[src/rtl/riscv_ctrl_pkg.sv]
// Shared encodings for the multi-cycle RV32I control path: state codes,
// opcodes, datapath select encodings, trap causes and the control-word layout.
package riscv_ctrl_pkg;

    localparam logic [3:0] S_FETCH     = 4'd0;
    localparam logic [3:0] S_DECODE    = 4'd1;
    localparam logic [3:0] S_MEMADR    = 4'd2;
    localparam logic [3:0] S_MEMREAD   = 4'd3;
    localparam logic [3:0] S_MEMWB     = 4'd4;
    localparam logic [3:0] S_MEMWRITE  = 4'd5;
    localparam logic [3:0] S_EXEC_R    = 4'd6;
    localparam logic [3:0] S_EXEC_I    = 4'd7;
    localparam logic [3:0] S_ALUWB     = 4'd8;
    localparam logic [3:0] S_BRANCH    = 4'd9;
    localparam logic [3:0] S_JAL       = 4'd10;
    localparam logic [3:0] S_JALR      = 4'd11;
    localparam logic [3:0] S_JALR_LINK = 4'd12;
    localparam logic [3:0] S_LUI       = 4'd13;
    localparam logic [3:0] S_AUIPC     = 4'd14;
    localparam logic [3:0] S_TRAP      = 4'd15;

    localparam logic [6:0] OP_LOAD   = 7'b0000011;
    localparam logic [6:0] OP_STORE  = 7'b0100011;
    localparam logic [6:0] OP_R      = 7'b0110011;
    localparam logic [6:0] OP_I      = 7'b0010011;
    localparam logic [6:0] OP_BRANCH = 7'b1100011;
    localparam logic [6:0] OP_JAL    = 7'b1101111;
    localparam logic [6:0] OP_JALR   = 7'b1100111;
    localparam logic [6:0] OP_LUI    = 7'b0110111;
    localparam logic [6:0] OP_AUIPC  = 7'b0010111;
    localparam logic [6:0] OP_SYSTEM = 7'b1110011;

    localparam logic [2:0] F3_ADDSUB = 3'b000;
    localparam logic [2:0] F3_OR     = 3'b110;
    localparam logic [2:0] F3_AND    = 3'b111;
    localparam logic [2:0] F3_BEQ    = 3'b000;
    localparam logic [2:0] F3_BNE    = 3'b001;

    localparam logic [2:0] ALU_ADD    = 3'b000;
    localparam logic [2:0] ALU_SUB    = 3'b001;
    localparam logic [2:0] ALU_AND    = 3'b010;
    localparam logic [2:0] ALU_OR     = 3'b011;
    localparam logic [2:0] ALU_PASS_B = 3'b100;

    localparam logic [1:0] SRCA_PC    = 2'b00;
    localparam logic [1:0] SRCA_OLDPC = 2'b01;
    localparam logic [1:0] SRCA_RS1   = 2'b10;
    localparam logic [1:0] SRCA_ZERO  = 2'b11;

    localparam logic [1:0] SRCB_RS2  = 2'b00;
    localparam logic [1:0] SRCB_IMM  = 2'b01;
    localparam logic [1:0] SRCB_FOUR = 2'b10;

    localparam logic [1:0] RES_ALUOUT    = 2'b00;
    localparam logic [1:0] RES_MEMDATA   = 2'b01;
    localparam logic [1:0] RES_ALURESULT = 2'b10;

    localparam logic [1:0] CAUSE_NONE    = 2'b00;
    localparam logic [1:0] CAUSE_ECALL   = 2'b01;
    localparam logic [1:0] CAUSE_ILLEGAL = 2'b10;
    localparam logic [1:0] CAUSE_TIMEOUT = 2'b11;

    typedef struct packed {
        logic       mem_req;
        logic       mem_write;
        logic       adr_src;
        logic       ir_write;
        logic       pc_write;
        logic       reg_write;
        logic [1:0] alu_src_a;
        logic [1:0] alu_src_b;
        logic [2:0] alu_control;
        logic [1:0] result_src;
    } ctrl_t;

    // States that hold a memory request open and therefore run the wait counter.
    function automatic logic is_mem_state(input logic [3:0] st);
        logic r;
        case (st)
            S_FETCH, S_MEMREAD, S_MEMWRITE: r = 1'b1;
            default:                        r = 1'b0;
        endcase
        return r;
    endfunction

endpackage

[src/rtl/riscv_multicycle_ctrl_alu_dec.sv]
// ALU operation decoder shared by the register and immediate execute states;
// flags funct3 values this core does not implement.
module riscv_alu_dec
    import riscv_ctrl_pkg::*;
(
    input  logic [2:0] funct3,
    input  logic       funct7b5,
    input  logic       itype,
    output logic [2:0] alu_control,
    output logic       illegal
);

    // Immediate forms implement ADDI only; instr[30] is an immediate bit there, never SUB.
    always_comb begin
        alu_control = ALU_ADD;
        illegal     = 1'b0;
        if (itype) begin
            if (funct3 != F3_ADDSUB) begin
                illegal = 1'b1;
            end else begin
                alu_control = ALU_ADD;
            end
        end else begin
            case (funct3)
                F3_ADDSUB: alu_control = funct7b5 ? ALU_SUB : ALU_ADD;
                F3_AND:    alu_control = ALU_AND;
                F3_OR:     alu_control = ALU_OR;
                default:   illegal     = 1'b1;
            endcase
        end
    end

endmodule

[src/rtl/riscv_multicycle_ctrl.sv]
// Sequencing FSM for the multi-cycle RV32I datapath: per-state control words,
// ready/timeout handshake on the shared memory, and a sticky trap.
module riscv_multicycle_ctrl
    import riscv_ctrl_pkg::*;
#(
    parameter int MAX_WAIT = 255,
    parameter int STATE_W  = 4
) (
    input  logic               clk,
    input  logic               reset,
    input  logic [6:0]         opcode,
    input  logic [2:0]         funct3,
    input  logic               funct7b5,
    input  logic               zero,
    input  logic               mem_ready,
    output logic               mem_req,
    output logic               mem_write,
    output logic               adr_src,
    output logic               ir_write,
    output logic               pc_write,
    output logic               reg_write,
    output logic [1:0]         alu_src_a,
    output logic [1:0]         alu_src_b,
    output logic [2:0]         alu_control,
    output logic [1:0]         result_src,
    output logic               trap,
    output logic [1:0]         trap_cause,
    output logic [STATE_W-1:0] dbg_state
);

    localparam int              WAIT_W     = (MAX_WAIT > 2) ? $clog2(MAX_WAIT) : 1;
    localparam bit              TIMEOUT_EN = (MAX_WAIT != 0);
    localparam logic [WAIT_W-1:0] WAIT_LAST = (MAX_WAIT > 0) ? WAIT_W'(MAX_WAIT - 1) : '0;
    localparam logic [WAIT_W-1:0] WAIT_ONE  = WAIT_W'(1);
    localparam logic [WAIT_W-1:0] WAIT_SAT  = '1;

    logic [3:0]        state_r;
    logic [3:0]        state_next_s;
    logic [WAIT_W-1:0] wait_cnt_r;
    logic              trap_r;
    logic [1:0]        trap_cause_r;
    logic [1:0]        trap_cause_next_s;
    ctrl_t             ctrl_s;
    logic [2:0]        dec_alu_s;
    logic              dec_illegal_s;
    logic              dec_itype_s;
    logic              timeout_s;

    assign dec_itype_s = (state_r == S_EXEC_I);

    riscv_alu_dec u_alu_dec (
        .funct3      (funct3),
        .funct7b5    (funct7b5),
        .itype       (dec_itype_s),
        .alu_control (dec_alu_s),
        .illegal     (dec_illegal_s)
    );

    // A ready arriving on the last allowed cycle still wins over the timeout.
    assign timeout_s = TIMEOUT_EN && is_mem_state(state_r) && !mem_ready
                       && (wait_cnt_r == WAIT_LAST);

    // Control word and next-state selection for the current state.
    always_comb begin
        ctrl_s            = '0;
        state_next_s      = state_r;
        trap_cause_next_s = trap_cause_r;
        case (state_r)
            S_FETCH: begin
                ctrl_s.mem_req     = 1'b1;
                ctrl_s.adr_src     = 1'b0;
                ctrl_s.alu_src_a   = SRCA_PC;
                ctrl_s.alu_src_b   = SRCB_FOUR;
                ctrl_s.alu_control = ALU_ADD;
                ctrl_s.result_src  = RES_ALURESULT;
                if (mem_ready) begin
                    ctrl_s.ir_write = 1'b1;
                    ctrl_s.pc_write = 1'b1;
                    state_next_s    = S_DECODE;
                end else if (timeout_s) begin
                    state_next_s      = S_TRAP;
                    trap_cause_next_s = CAUSE_TIMEOUT;
                end else begin
                    state_next_s = S_FETCH;
                end
            end
            S_DECODE: begin
                ctrl_s.alu_src_a   = SRCA_OLDPC;
                ctrl_s.alu_src_b   = SRCB_IMM;
                ctrl_s.alu_control = ALU_ADD;
                case (opcode)
                    OP_LOAD, OP_STORE: state_next_s = S_MEMADR;
                    OP_R:              state_next_s = S_EXEC_R;
                    OP_I:              state_next_s = S_EXEC_I;
                    OP_BRANCH:         state_next_s = S_BRANCH;
                    OP_JAL:            state_next_s = S_JAL;
                    OP_JALR:           state_next_s = S_JALR;
                    OP_LUI:            state_next_s = S_LUI;
                    OP_AUIPC:          state_next_s = S_AUIPC;
                    OP_SYSTEM: begin
                        state_next_s      = S_TRAP;
                        trap_cause_next_s = CAUSE_ECALL;
                    end
                    default: begin
                        state_next_s      = S_TRAP;
                        trap_cause_next_s = CAUSE_ILLEGAL;
                    end
                endcase
            end
            S_MEMADR: begin
                ctrl_s.alu_src_a   = SRCA_RS1;
                ctrl_s.alu_src_b   = SRCB_IMM;
                ctrl_s.alu_control = ALU_ADD;
                if (opcode == OP_STORE) begin
                    state_next_s = S_MEMWRITE;
                end else begin
                    state_next_s = S_MEMREAD;
                end
            end
            S_MEMREAD: begin
                ctrl_s.mem_req = 1'b1;
                ctrl_s.adr_src = 1'b1;
                if (mem_ready) begin
                    state_next_s = S_MEMWB;
                end else if (timeout_s) begin
                    state_next_s      = S_TRAP;
                    trap_cause_next_s = CAUSE_TIMEOUT;
                end else begin
                    state_next_s = S_MEMREAD;
                end
            end
            S_MEMWB: begin
                ctrl_s.result_src = RES_MEMDATA;
                ctrl_s.reg_write  = 1'b1;
                state_next_s      = S_FETCH;
            end
            S_MEMWRITE: begin
                ctrl_s.mem_req   = 1'b1;
                ctrl_s.mem_write = 1'b1;
                ctrl_s.adr_src   = 1'b1;
                if (mem_ready) begin
                    state_next_s = S_FETCH;
                end else if (timeout_s) begin
                    state_next_s      = S_TRAP;
                    trap_cause_next_s = CAUSE_TIMEOUT;
                end else begin
                    state_next_s = S_MEMWRITE;
                end
            end
            S_EXEC_R, S_EXEC_I: begin
                ctrl_s.alu_src_a   = SRCA_RS1;
                ctrl_s.alu_src_b   = (state_r == S_EXEC_I) ? SRCB_IMM : SRCB_RS2;
                ctrl_s.alu_control = dec_alu_s;
                if (dec_illegal_s) begin
                    state_next_s      = S_TRAP;
                    trap_cause_next_s = CAUSE_ILLEGAL;
                end else begin
                    state_next_s = S_ALUWB;
                end
            end
            S_ALUWB: begin
                ctrl_s.result_src = RES_ALUOUT;
                ctrl_s.reg_write  = 1'b1;
                state_next_s      = S_FETCH;
            end
            S_BRANCH: begin
                ctrl_s.alu_src_a   = SRCA_RS1;
                ctrl_s.alu_src_b   = SRCB_RS2;
                ctrl_s.alu_control = ALU_SUB;
                ctrl_s.result_src  = RES_ALUOUT;
                if (funct3 == F3_BEQ) begin
                    ctrl_s.pc_write = zero;
                    state_next_s    = S_FETCH;
                end else if (funct3 == F3_BNE) begin
                    ctrl_s.pc_write = ~zero;
                    state_next_s    = S_FETCH;
                end else begin
                    state_next_s      = S_TRAP;
                    trap_cause_next_s = CAUSE_ILLEGAL;
                end
            end
            S_JAL: begin
                // ALUOut already holds the target from DECODE; this cycle forms the link value.
                ctrl_s.alu_src_a   = SRCA_OLDPC;
                ctrl_s.alu_src_b   = SRCB_FOUR;
                ctrl_s.alu_control = ALU_ADD;
                ctrl_s.result_src  = RES_ALUOUT;
                ctrl_s.pc_write    = 1'b1;
                state_next_s       = S_ALUWB;
            end
            S_JALR: begin
                ctrl_s.alu_src_a   = SRCA_RS1;
                ctrl_s.alu_src_b   = SRCB_IMM;
                ctrl_s.alu_control = ALU_ADD;
                ctrl_s.result_src  = RES_ALURESULT;
                ctrl_s.pc_write    = 1'b1;
                state_next_s       = S_JALR_LINK;
            end
            S_JALR_LINK: begin
                ctrl_s.alu_src_a   = SRCA_OLDPC;
                ctrl_s.alu_src_b   = SRCB_FOUR;
                ctrl_s.alu_control = ALU_ADD;
                ctrl_s.result_src  = RES_ALURESULT;
                ctrl_s.reg_write   = 1'b1;
                state_next_s       = S_FETCH;
            end
            S_LUI: begin
                ctrl_s.alu_src_a   = SRCA_ZERO;
                ctrl_s.alu_src_b   = SRCB_IMM;
                ctrl_s.alu_control = ALU_PASS_B;
                state_next_s       = S_ALUWB;
            end
            S_AUIPC: begin
                ctrl_s.alu_src_a   = SRCA_OLDPC;
                ctrl_s.alu_src_b   = SRCB_IMM;
                ctrl_s.alu_control = ALU_ADD;
                state_next_s       = S_ALUWB;
            end
            S_TRAP: begin
                state_next_s = S_TRAP;
            end
            default: begin
                state_next_s = S_FETCH;
            end
        endcase
    end

    // State register.
    always_ff @(posedge clk) begin
        if (reset) begin
            state_r <= S_FETCH;
        end else begin
            state_r <= state_next_s;
        end
    end

    // Counts unacknowledged request cycles; saturates so a disabled timeout never wraps.
    always_ff @(posedge clk) begin
        if (reset) begin
            wait_cnt_r <= '0;
        end else if (ctrl_s.mem_req && !mem_ready && (state_next_s == state_r)) begin
            if (wait_cnt_r != WAIT_SAT) begin
                wait_cnt_r <= wait_cnt_r + WAIT_ONE;
            end else begin
                wait_cnt_r <= wait_cnt_r;
            end
        end else begin
            wait_cnt_r <= '0;
        end
    end

    // Sticky trap flag and cause, captured on the edge that enters TRAP.
    always_ff @(posedge clk) begin
        if (reset) begin
            trap_r       <= 1'b0;
            trap_cause_r <= CAUSE_NONE;
        end else begin
            trap_r       <= (state_next_s == S_TRAP);
            trap_cause_r <= trap_cause_next_s;
        end
    end

    // Enables are forced low while reset is asserted so nothing commits in that cycle.
    assign mem_req     = ctrl_s.mem_req   & ~reset;
    assign mem_write   = ctrl_s.mem_write & ~reset;
    assign ir_write    = ctrl_s.ir_write  & ~reset;
    assign pc_write    = ctrl_s.pc_write  & ~reset;
    assign reg_write   = ctrl_s.reg_write & ~reset;
    assign adr_src     = ctrl_s.adr_src;
    assign alu_src_a   = ctrl_s.alu_src_a;
    assign alu_src_b   = ctrl_s.alu_src_b;
    assign alu_control = ctrl_s.alu_control;
    assign result_src  = ctrl_s.result_src;
    assign trap        = trap_r;
    assign trap_cause  = trap_cause_r;
    assign dbg_state   = STATE_W'(state_r);

endmodule
[config.mk]
export PLATFORM = sky130hd
export DESIGN_NAME = riscv_multicycle_ctrl
export DESIGN_NICKNAME = d
export VERILOG_FILES = /design/src/rtl/riscv_ctrl_pkg.sv /design/src/rtl/riscv_multicycle_ctrl_alu_dec.sv /design/src/rtl/riscv_multicycle_ctrl.sv
export SDC_FILE = /design/constraint.sdc
export NUM_CORES = 1
export LEC_CHECK = 0
export ABC_AREA = 1
export CAP_MARGIN = 20
export CORE_MARGIN = 8
export CORE_UTILIZATION = 48
export DETAILED_ROUTE_END_ITERATION = 8
export PLACE_DENSITY = 0.8
export SYNTH_ARGS = -nofsm -noshare
export SYNTH_HDL_FRONTEND = slang
export SYNTH_SLANG_ARGS = --single-unit
export TNS_END_PERCENT = 5
[constraint.sdc]
create_clock -name clk -period 1.83 [get_ports clk]
set_input_delay 0.366 -clock clk [delete_from_list [all_inputs] [get_ports clk]]
set_output_delay 0.366 -clock clk [all_outputs]
set_load 0.005 [all_outputs]
-- Word level (Yosys, flattened, before mapping)
Cells that the tools add are included.
- logic and storage cells: 111
- flip-flop bits (word level): 15
- input bits: 15
- output and inout port bits: 22
- bitwise logic cells: 8
- add/subtract/negate cells: 1
- equality and inequality tests: 38
- reduce and logical (&&, ||, !) cells: 23
- muxes and demuxes: 37
- operator list (cell ; count):
    $pmux 7 s7 ; 1
    $pmux 4 s11 ; 1
    $eq 4x4->1 const B ; 9
    $mux 4 ; 8
    $pmux 4 s8 ; 1
    $eq 7x7->1 const B ; 4
    $eq 7x6->1 const B ; 3
    $eq 4x3->1 const B ; 4
    $reduce_or 2->1 ; 8
    $reduce_or 3->1 ; 5
    $eq 7x5->1 const B ; 2
    $mux 1 ; 12
    $mux 2 ; 6
    $ne 2x2->1 const B ; 5
    $mux 3 ; 3
    $pmux 3 s3 ; 1
    $reduce_or 9->1 ; 1
    $add 8x1->8 const B ; 1
    $eq 4x2->1 const B ; 2
    $eq 8x8->1 const B ; 1
    $ne 8x8->1 const B ; 1
    $pmux 2 s2 ; 2
    $pmux 2 s4 ; 1
    $eq 7x2->1 const B ; 1
    15 further kinds ; 24

-- Longest topological paths before layout
Gate-level depths: netlist (run 1).
- depth in word-level cells: 12
- mapped depth: 12

-- By module
Synthesis (run 1) repeated with hierarchy kept, for this count alone.
- cells, all modules: 250
- area, all modules: 1412.6 µm²
- by module, submodules not included (module ; area an instance (µm²) ; instances ; cells each):
    riscv_multicycle_ctrl ; 1347.5 ; 1 ; 238
    riscv_alu_dec ; 65.1 ; 1 ; 12

-- Worst setup path after synthesis (run 1)
OpenSTA, ideal clock, no wires.
- kind: register to register
- start point: register state_r[0], in the netlist dbg_state[0]
- end point: register wait_cnt_r[6]
- slack: 322 ps
- arrival time: 1386 ps
- buffers on the path: 0
- clock period less this slack: 1508 ps
- required time: 1708 ps
- stages on the path, launching flop included: 10
- cells stage by stage: dfxtp_1 inv_1 nor2_1 nand2_2 nand3_4 nand3_2 nand2_2 nand2_2 o21ai_4 nor2_1
- longest elaborated chain between the ends: 12
- ends and longest elaborated chain (item ; line ; text):
    start: declaration ; riscv_multicycle_ctrl.sv:37 ; logic [3:0] state_r;
    start signal: assignment ; riscv_multicycle_ctrl.sv:233 ; state_r <= state_next_s;
    $eq 4x3->1 (tied with other cells) ; riscv_ctrl_pkg.sv:79, riscv_multicycle_ctrl.sv:68 ;
    $reduce_or 3->1 (no source line) ; n/a ;
    $mux 1 ; riscv_ctrl_pkg.sv:79, riscv_multicycle_ctrl.sv:68 ;
    $logic_and 1x1->1 ; riscv_multicycle_ctrl.sv:60, riscv_multicycle_ctrl.sv:241 ;
    $logic_and 1x1->1 ; riscv_multicycle_ctrl.sv:61 ; && (wait_cnt_r == WAIT_LAST);
    $mux 4, on equally long branches ; riscv_multicycle_ctrl.sv:80, riscv_multicycle_ctrl.sv:125, riscv_multicycle_ctrl.sv:143 ;
    $mux 4, on equally long branches ; riscv_multicycle_ctrl.sv:76, riscv_multicycle_ctrl.sv:123, riscv_multicycle_ctrl.sv:141 ;
    $pmux 4 s11 ; riscv_multicycle_ctrl.sv:68 ; case (state_r)
    $eq 4x4->1 ; riscv_multicycle_ctrl.sv:241 ; end else if (ctrl_s.mem_req && !mem_ready && (state_next_s == state_r)) begin
    $logic_and 1x1->1 * ; riscv_multicycle_ctrl.sv:241 ;
    $not 1->1 (no source line) * ; n/a ;
    $reduce_or 2->1 (no source line) * ; n/a ;
    end signal: assignment ; riscv_multicycle_ctrl.sv:243 ; wait_cnt_r <= wait_cnt_r + WAIT_ONE;
    end signal: assignment ; riscv_multicycle_ctrl.sv:245 ; wait_cnt_r <= wait_cnt_r;
    end: declaration ; riscv_multicycle_ctrl.sv:39 ; logic [WAIT_W-1:0] wait_cnt_r;
Every way passes the cells marked *; elsewhere a longest branch is shown, timed or not.
A chain may end at the register's enable or synchronous reset.

-- Worst setup path after layout (run 1)
- start point: register state_r[3], in the netlist dbg_state[3]
- end point: output port adr_src
- longest elaborated chain between the ends: 3
- ends and longest elaborated chain (item ; line ; text):
    $eq 4x3->1 or $eq 4x2->1 (tied branches) ; riscv_multicycle_ctrl.sv:68 ;
    $reduce_or 2->1 (no source line) * ; n/a ;
    $mux 1 * ; riscv_multicycle_ctrl.sv:68 ;
    end: declaration ; riscv_multicycle_ctrl.sv:18 ; output logic adr_src,
Marked as above.

==> results.md, run 1 <==
- During synthesis, Yosys emitted a total of 0 warnings.
- Setup repair after global routing could not meet its margin everywhere.
- By instance count, the cell type seen most on the critical path is nand2_2.
- The clock passes through at most 2 buffers.
- The endpoint identified for the worst register-to-register timing path is wait_cnt_r[1]$_SDFFE_PP0P_.
- The number of vias per cell after detailed routing is around 5.1.
- The number of buffers added to fix hold violations after cts is 0.
- Combinational logic burns between 70 and 80% of the power.
- The detailed-route wire length per cell is roughly 12 um.
- The total power of the final layout is between 3 and 4 mW.
- The dominant combinational cell family by area after synthesis is simple AND/OR/NAND/NOR gates.
- The net count after synthesis is 263.
- The cell taking the most area after synthesis is dfxtp_1.
- The largest fanout of any net on the critical path is 5.
- The buffering stage count on the worst path with inverters included is 2.
- Summed over all nets, the switching power comes to roughly 1.4 mW.
- The first-pass GRT wire length is a little over 7 mm.
- The synthesized area divided by synthesized cell count is 5.47 sq um.
- The number of buffers added on ports is 36.
- The cell area after technology mapping is between 0.001 and 0.0015 sq mm.
- The final setup skew is 0.00126 ns.
- The sum of overflow across all layers after global routing is 0.
- The remaining number of nets flagged by the antenna check after routing is 0.
- The worst setup path is launched from a flip-flop.
- After detailed routing, the number of remaining DRC violations is 0.
- Global routing used a little under a fifth of the available tracks across all layers.
- Clock-pin slew was measured on the worst setup and hold paths at 0.09 ns.
- The count of maximum capacitance violations is 0.
- Of the total synthesized cell area, the portion taken by XOR and XNOR cells is around 3.3%.
- The category of the most critical setup path is reg -> out.
- The half-perimeter wire length after detailed placement is 3.38 mm.
- Measured against its own limit, the worst slew margin works out to between 70% and 80%.
- The kind of cell with the highest combined delay on the critical path is buffers and inverters.
- Pin placement for this block handled 37 I/O pins.
- The launch point of the worst path is dbg_state[3]$_SDFF_PP0_.
- The internal power is between 1.5 and 2 mW.
- The die covers 0.00476 sq mm.
- The number of antenna violations at the first check in global routing is 0.
- The signed area change from the synthesized netlist to the final layout is 60.2%.
- The die is about 69 um wide.
- The required time at the worst-slack endpoint is 1.46 ns.
- The adder-cell share of the synthesized area is between 1.5 and 2%.
- The type of the most critical hold path is reg -> reg.
- In the post-route analysis, the smallest setup slack over all paths is -0.232 ns.
- In this run, the clock network consumes 6.2% of the power.
- The critical path crosses 5 cells after its start point.
- The clock drives 15 sinks.
- After synthesis, the cell types taking the most area are dfxtp_1, nand2_1, nor2_1, inv_1, nand3_1.
- In this run the clock root is driven by a clkbuf_4.
- The detailed-router iteration count before antenna repair is 4.
- The latest clock arrival within the worst-skew pair is between 0.2 and 0.3 ns.
- The number of different library cells in the post-synthesis netlist is 24.
- The highest-delay cell along the critical path is clkdlybuf4s50_1.
- Summed over all cells, the static leakage comes to around 1.1 nW.
- The ratio of cells with drive above 1 in the final layout is a little under a quarter.
- The first-iteration detailed-routing DRC count is ~130.
- The total vias in the final route is 1796.
- In this run the number of H-tree levels came out at 1.
- The routed wire length is around 4.4 mm.
- Including well taps, the total number of placed cells is approximately 350.
- In this run the biggest area consumer among cell types represents between 20% and 30% of the synthesized area.
- Counting cells, the worst reg-to-reg path comes to 11.
- The run finished, with violations left.
- The final reports fail on negative setup slack.
- The ratio of total power to cell area is between 1000 and 1500 mW/mm^2.
- The fraction of power consumed by sequential logic is 16.9%.
- The repair_antennas step left the layout with diodes totalling 0.
- After synthesis the netlist holds a flip-flop and latch count of 15.
- The signal on the critical path passes through buf_4, nor2_4, nand2_2, nand2_2, clkdlybuf4s50_1.
- The TritonCTS clock tree is built.
- The via count of the first global-routing pass is 1754.
- The upper clock frequency limit is a little under 0.5 GHz.
- Net switching is 46.3% of the power.
- Entering global routing, the biggest net connects 9 pins.
- The maximum vdd drop is between 1000 and 1500 uV.
- The capturing element of the worst setup path is adr_src.
- The part of the cycle the worst path needs is 113%.
- The startpoint identified for the worst register-to-register timing path is dbg_state[2]$_SDFF_PP0_.
- The number of pins exceeding their max-slew limit in the final report was 0.
- The minimum setup slack among reg-to-reg paths is approximately 0.04 ns.
- The count of cells along the worst hold path is 2.
- In this design, the stage delay of the slowest critical-path cell is about 0.5 ns.
- The number of hold violations in the final report is 0.
- The congestion estimate from routability-driven global placement came to between 0.9 and 1.
- Row generation in the floorplan step produced 19 rows.
- In this run, CTS created clock tree buffers numbering 3.
- The count of cells in the finished layout, fillers not included, comes to about 360.
- The initial core utilization is 49.7%.
- After floorplanning, the core was sized to cover ~0.0027 sq mm.
- The actual slew at the worst max-slew pin is 0.407 ns.
- Summing the areas of all compound-gate instances in the mapped netlist gives about 6.8% of the synthesized area.
- For the finished layout, the period the worst path requires is 2.06 ns.
- The number of standard cells after synthesis is about 250.
- Summing the areas of all and, or, nand and nor instances in the mapped netlist gives a little over half of the synthesized area.
- After the last flow step, the layout net total stands at between 300 and 400.
- In this run the vertical extent of the chip is approximately 69 um.
- STA puts the critical path data arrival time at about 1.7 ns.
- Sequential cells were found to cover about 22% of the synthesized design area.
- STA classifies the critical path endpoint as an output pin.
- The final setup violation count is 6.
- The fraction of synthesized area in multiplexers is 0%.
worst min-delay path by stage:
stage | startpoint | endpoint | slack (ns)
after floorplan | trap_cause[1]$_SDFFE_PP0P_ | trap_cause[1]$_SDFFE_PP0P_ | 0.46
after global placement | trap_cause[1]$_SDFFE_PP0P_ | trap_cause[1]$_SDFFE_PP0P_ | 0.45
after detailed placement | trap_cause[1]$_SDFFE_PP0P_ | trap_cause[1]$_SDFFE_PP0P_ | 0.48
after CTS | trap_cause[1]$_SDFFE_PP0P_ | trap_cause[1]$_SDFFE_PP0P_ | 0.49
after global routing | trap_cause[1]$_SDFFE_PP0P_ | trap_cause[1]$_SDFFE_PP0P_ | 0.52
final | trap_cause[1]$_SDFFE_PP0P_ | trap_cause[1]$_SDFFE_PP0P_ | 0.48
worst min-delay path, delay by kind of cell (launching register included):
family | cells | cell delay (ns)
DFF | 1 | 0.33
and+or+nand+nor | 1 | 0.06
AOI/OAI and AO/OA | 1 | 0.05
per-stage QoR:
step,area [sq um],worst slack (ns),util [%],hold WS (ns),setup TNS (ns)
final,2160,-0.232,79.6,0.483,-0.851
after CTS,2090,-0.252,77.3,0.494,-1.31
after floorplan,1350,0.322,-,0.457,0
after global routing,2160,-0.304,79.6,0.522,-2.10
after global placement,2010,-0.433,74.2,0.452,-3.06
after detailed placement,2010,-0.439,74.2,0.476,-3.74
cells by family (layout without fill, tap and decap cells):
group,count (synthesis),in the layout
adder cells (fa/ha/maj),2,2
buffers and inverters,39,117
flip-flops,15,15
AO/OA/AOI/OAI,14,14
XOR/XNOR,5,5
AND/OR/NAND/NOR,171,171
layer usage:
metal	vias to the layer above	part of all wire, %	GRT usage, %
met5	-	0	0
met4	0	0.50	4.51
met3	2	6.8	2.75
met2	61	49	33.4
met1	800	43	22.8
li1	933	-	-
synth_stat cells:
library cell and instances:
nand3_2 1, nand3_4 1, inv_1 38, dfxtp_1 15
clkbuf_1 1, ha_1 2, nor3b_1 1, nor3_1 4
nand2_1 70, o21a_1 1, nor2_1 54, xnor2_1 1
nor2_2 1, a21oi_1 4, o21ai_0 5, xor2_1 4
o32ai_1 1, nand3_1 26, a31oi_1 1, nand3b_1 1
o21ai_4 1, nand2_2 5, nand4_1 7, o211ai_1 1
layout make-up:
class                   count  area [sq um]
multi-input cells         192           976
repair buffers             75           661
fillers                   217           553
flip-flops and latches     15           313
well taps                  31          38.8
clock buffers               4          26.3
inverters                  38           143
placed cells by master (no fill, tap or decap), types with 2 or more instances in the layout:
| master | count |
|---|---|
| nand2_1 | 66 |
| nor2_1 | 47 |
| buf_4 | 37 |
| inv_1 | 34 |
| nand3_1 | 25 |
| clkdlybuf4s50_1 | 22 |
| dfxtp_1 | 11 |
| nand2_2 | 9 |
| nand4_1 | 7 |
| dlygate4sd2_1 | 7 |
| nor2_2 | 4 |
| inv_2 | 4 |
| nor2_4 | 4 |
| xor2_1 | 4 |
| nor3_1 | 3 |
| clkbuf_4 | 3 |
| dfxtp_4 | 3 |
| clkdlybuf4s15_1 | 3 |
| dlymetal6s2s_1 | 3 |
| o21ai_1 | 2 |
| a21oi_2 | 2 |
| nand3_4 | 2 |
| a21oi_1 | 2 |
| o21ai_0 | 2 |
| ha_1 | 2 |
| buf_6 | 2 |
power groups by stage:
stage / logic (mW) / clock network, mW / registers (mW)
after floorplan: 1.09 / 0 / 0.485
after global placement: 2.16 / 0 / 0.477
after detailed placement: 2.20 / 0 / 0.479
after CTS: 2.25 / 0.193 / 0.507
after global routing: 2.60 / 0.205 / 0.533
final: 2.37 / 0.190 / 0.521
sequential cells by signal (all words and copies together), names as in the netlist:
| name | flops |
|---|---|
| dbg_state | 4 |
| trap | 1 |
| trap_cause | 2 |
| wait_cnt_r | 8 |
timing repair:
action,CTS,global route
setup endpoints to repair,16,22
resized for setup,39,17
cloned,0,0
pin swaps,5,3
setup buffers,2,1
No activity file was read; power rests on OpenSTA's default activity.
==> run 2: changes to the inputs <==
--- a/config.mk
+++ b/config.mk
@@ -6,11 +6,11 @@
 export NUM_CORES = 1
 export LEC_CHECK = 0
 export ABC_AREA = 1
-export CAP_MARGIN = 20
 export CORE_MARGIN = 8
 export CORE_UTILIZATION = 48
 export DETAILED_ROUTE_END_ITERATION = 8
 export PLACE_DENSITY = 0.8
+export SLEW_MARGIN = 40
 export SYNTH_ARGS = -nofsm -noshare
 export SYNTH_HDL_FRONTEND = slang
 export SYNTH_SLANG_ARGS = --single-unit
==> results of run 2 <==
No change in the layout: final DEF, timing and power equal those of run 1.
==> RTL edit 1 (config.mk and constraints of run 1) <==
The parameter `STATE_W` goes from 4 to 6.
--- a/src/rtl/riscv_multicycle_ctrl.sv
+++ b/src/rtl/riscv_multicycle_ctrl.sv
@@ -6,3 +6,3 @@
     parameter int MAX_WAIT = 255,
-    parameter int STATE_W  = 4
+    parameter int STATE_W  = 6
 ) (
Interface: changed (resized dbg_state); port bits go from 37 to 39. No check against the original RTL was run, so the function may have changed too.
==> RTL edit 1 against run 1 <==
The flow still finishes with violations (negative setup slack); synthesized area grew 10%; sequential power barely moved; power grew 39%; sequential cell count stayed put; critical path depth is 8 higher; register-to-register slack worse by 0.29 ns; routed wire length grew 44%; design area increased by 17%; die area up 7.9%; worst setup slack worse by 0.019 ns; utilization is 4.8 points higher; hold slack lost 0.021 ns; critical path type is now reg -> reg; critical endpoint is now trap.
==> RTL edit 1: results (changes against run 1) <==
Final layout
  – Non-Filler Instances: 378 (+6.5%)
  – Area Growth Syn to Fin: 70.6%
  – Share of cells above drive strength 1: 42.6% (+19 points)
  – Fillers: 157 (-28%)
  – Nets: 363 (+6.1%)

GRT
  – Number of global-route vias before repair: 1,970 (+12%)
  – Met3 usage: 4.18% (+1.4 points)
  – Grt met2 use: 34.6% (+1.2 points)
  – Largest net degree at the start of global routing: 9 (unchanged)
  – First-pass GRT wire length: 8.33 mm (+18%)
  – GRT Total Usage: 19.8% (+1.1 points)
  – Met1 Usage GRT: 22.0% (-0.79 points)

Yosys
  – Mapped Avg Cell Area: 6.09 µm² (+11%)
  – Sequential-to-total area share from yosys stat: 20.2% (-2.1 points)
  – Top cell type's share of synthesized area: 20.2% (-2.1 points)
  – Synth Area in Compound Gates: 7.92% (+1.1 points)
  – Synth cell count leaders: nand2_1 (64), nor2_1 (36), inv_1 (29), nand3_1 (23), dfxtp_1 (15)
  – Adder-Cell Fraction of Synth Area: 1.68% (-0.17 points)
  – Library cells used by synthesis: 34 (+42%)
  – Synth warn: 0 (unchanged)
  – Synth Area in XOR/XNOR: 3.54% (+0.29 points)

Pwr
  – P_seq: 0.520 mW (about the same)
  – VDD IR max: 1.36 mV (+3.6%)
  – Leak Pwr: 1.28 nW (+12%)
  – P_int: 2.13 mW (+29%)
  – Combinational share of power: 83.4% (+6.5 points)
  – Net switching power: 2.16 mW (+51%)

Outcome
  – Status: complete, but fails checks
  – Failing checks: negative setup slack

Critical path
  – Worst Path Arrival: 2.28 ns (+0.58 ns)
  – Worst-path maximum fanout: 4 (-1)
  – CP startpoint: state_r[2]

Drt
  – DR vias/cell: 5.71 (+13%)
  – First-pass DRT Iterations: 6 (+2)
  – WL/cell: 16.7 µm (+36%)
  – M1 WL: 2.45 mm (+29%)
  – Met2 wire length: 3.09 mm (+43%)
  – DRT iter0 DRCs: 189 (+47%)

Timing
  – Final setup vio count: 21 (+15)
  – Worst Skew: 0.00315 ns (+0.00189 ns)
  – Setup TNS Final: -2.15 ns (-1.30 ns)
  – Setup ws final: -0.251 ns (-0.0188 ns)

Placement
  – DP Worst Slack: -0.453 ns (-0.0140 ns)
  – Placed insts: 367 (+5.5%)
  – DPL Wire Length: 3.75 mm (+11%)
  – Routability Congestion: 0.939 (+1.2%)
  – Post-place instance area: 2290 µm² (+14%)

Min path
  – Hold_sp: trap_cause[0]
==> RTL edit 1: cell type report <==
class,instances,share of cell area [%]
multi-input cells,192,47.2
clock buffers,4,1.04
well taps,33,1.63
flip-flops and latches,15,12.3
inverters,35,5.38
repair buffers,99,32.4
==> RTL edit 1: worst max-delay path, stage by stage, from the launching register on <==
cell and delay (ns):
dfxtp_2 0.40, inv_2 0.09, nor2_4 0.15, buf_6 0.14, nand2_4 0.07, nand3_4 0.07, buf_4 0.13, nand3_4 0.10
nand2_1 0.10, nand2_1 0.09, nand3_2 0.12, buf_4 0.12, nand3_1 0.14, nor3b_2 0.26
==> RTL edit 1: worst paths after layout <==
kind	slack, ns	endpoint	cells after the start
setup reg to reg	-0.25	trap	13
hold reg to reg	0.46	trap_cause[0]	2
hold / removal	0.46	trap_cause[0]	2
setup / recovery	-0.25	trap	13
==> RTL edit 1: what timing repair did <==
item,4_1_cts,5_1_grt
cloned,0,0
setup buffers,3,4
pin swaps,5,9
setup endpoints to repair,29,28
resized for setup,56,29
==> RTL edit 2 (settings of run 1) <==
Without the edit above. Put a register stage on the output `dbg_state`. The value now appears one clock later. The other outputs are not delayed to match.
--- a/src/rtl/riscv_multicycle_ctrl.sv
+++ b/src/rtl/riscv_multicycle_ctrl.sv
@@ -275,3 +275,5 @@
     assign trap_cause  = trap_cause_r;
-    assign dbg_state   = STATE_W'(state_r);
+    always_ff @(posedge clk) begin
+        dbg_state <= STATE_W'(state_r);
+    end
 
Formal check against the unedited RTL: not equivalent (Yosys sat finds a counterexample within 4 cycles, from zero or initial values and one cycle with reset high).
==> RTL edit 2 against run 1 <==
The run still ends with negative setup slack left; synthesized cell count rose by 6.5%; sequential cell count rose by 4; synthesized area rose by 7.2%; power fell by 18%; routed wire length rose by 6.1%; design area rose by 6.3%; worst setup slack improved by 0.20 ns; non-clock buffer count rose by 3.
==> RTL edit 2: results (changes against run 1) <==
Outcome
  – Status: complete, but fails checks
  – Failing checks: negative setup slack

Final layout
  – Final Util: 77.7% (-1.9 points)
  – Nets: 361 (+5.6%)
  – Share of cells above drive strength 1: 25.9% (+2.5 points)

Placement
  – DPL Wire Length: 3.43 mm (+1.3%)
  – Routability Congestion: 0.913 (-1.6%)
  – Post-place instance area: 2140 µm² (+6.5%)

Critical path
  – CP startpoint: state_r[1]
  – Worst-path maximum fanout: 4 (-1)
  – FF-to-FF path depth: 13 (+2)
  – Worst Path Arrival: 1.49 ns (-0.21 ns)

Timing
  – Final setup vio count: 4 (-2)
  – Worst Skew: 0.00511 ns (+0.00386 ns)
  – Setup TNS Final: -0.0613 ns (+0.790 ns)
  – Setup ws final: -0.0310 ns (+0.201 ns)
  – Hold_ws: 0.437 ns (-0.0460 ns)

Min path
  – Worst hold endpoint: dbg_state[2]
  – Hold_sp: state_r[2]
  – Worst Hold Depth: 0 (-2)

Drt
  – Vias: 1,910 (+6.3%)
  – Routed wire length: 4.65 mm (+6.1%)
  – M1 WL: 1.96 mm (+3.5%)

Pwr
  – Switching share of power: 43.6% (-2.7 points)

Yosys
  – Library cells used by synthesis: 23 (-4.2%)
  – Adder-Cell Fraction of Synth Area: 1.73% (-0.13 points)
  – Sequential-to-total area share from yosys stat: 26.3% (+4.0 points)
  – Synthesized net count: 279 (+6.1%)

CTS
  – Worst-Skew Late Latency: 0.30 ns (+0.02 ns)
## RTL edit 2: cell count changes after synthesis, sizes merged, moves of 2 or more
cell   change
dfxtp      +4
nand2      +7
nor3       +2
o21ai      +7
nand4      -3
nand3      -5
inv        +3
## RTL edit 2: cell type report
cell class	count	area, µm²
flip-flops and latches	19	397
well taps	33	41.3
repair buffers	78	659
fillers	228	659
clock buffers	3	22.5
multi-input cells	201	1010
inverters	41	156
clock inverters	1	5.00
## RTL edit 2: how the worst max path moves through the flow
stage	cells after the start	slack, ns	endpoint
finish	7	-0.03	alu_src_a[1]
global route	14	-0.13	trap_cause[0]
CTS	4	-0.15	ir_write
detailed placement	6	-0.43	pc_write
global placement	6	-0.40	pc_write
floorplan	11	0.39	wait_cnt_r[7]
## RTL edit 2: timing repair
item | 4_1_cts | 5_1_grt
gates resized for setup | 53 | 31
cloned | 0 | 0
pin swaps | 6 | 7
endpoints found under the setup margin | 16 | 24
setup buffers | 2 | 0
## RTL edit 2: metal layers
layer  track usage, %  up-vias
met4             5.31        0
li1                 -      986
met2             31.0       65
met3             5.08       16
met5                0        -
met1             20.4      843
## RTL edit 2: worst max-delay path: stages, from the launching register on
cell and delay, ns:
dfxtp_4 0.39, buf_6 0.13, nand2_2 0.08, inv_2 0.05
buf_4 0.15, a21oi_2 0.15, nand2_1 0.06, clkdlybuf4s15_1 0.20
## RTL edit 2: stage by stage
stage          cells  power [mW]  worst slack, ns
2_1_floorplan    262        1.31            0.386
3_3_place_gp     370        2.11           -0.404
3_5_place_dp     370        2.13           -0.433
4_1_cts          376        2.40           -0.153
5_1_grt          376        2.72           -0.126
6_report         376        2.52          -0.0310
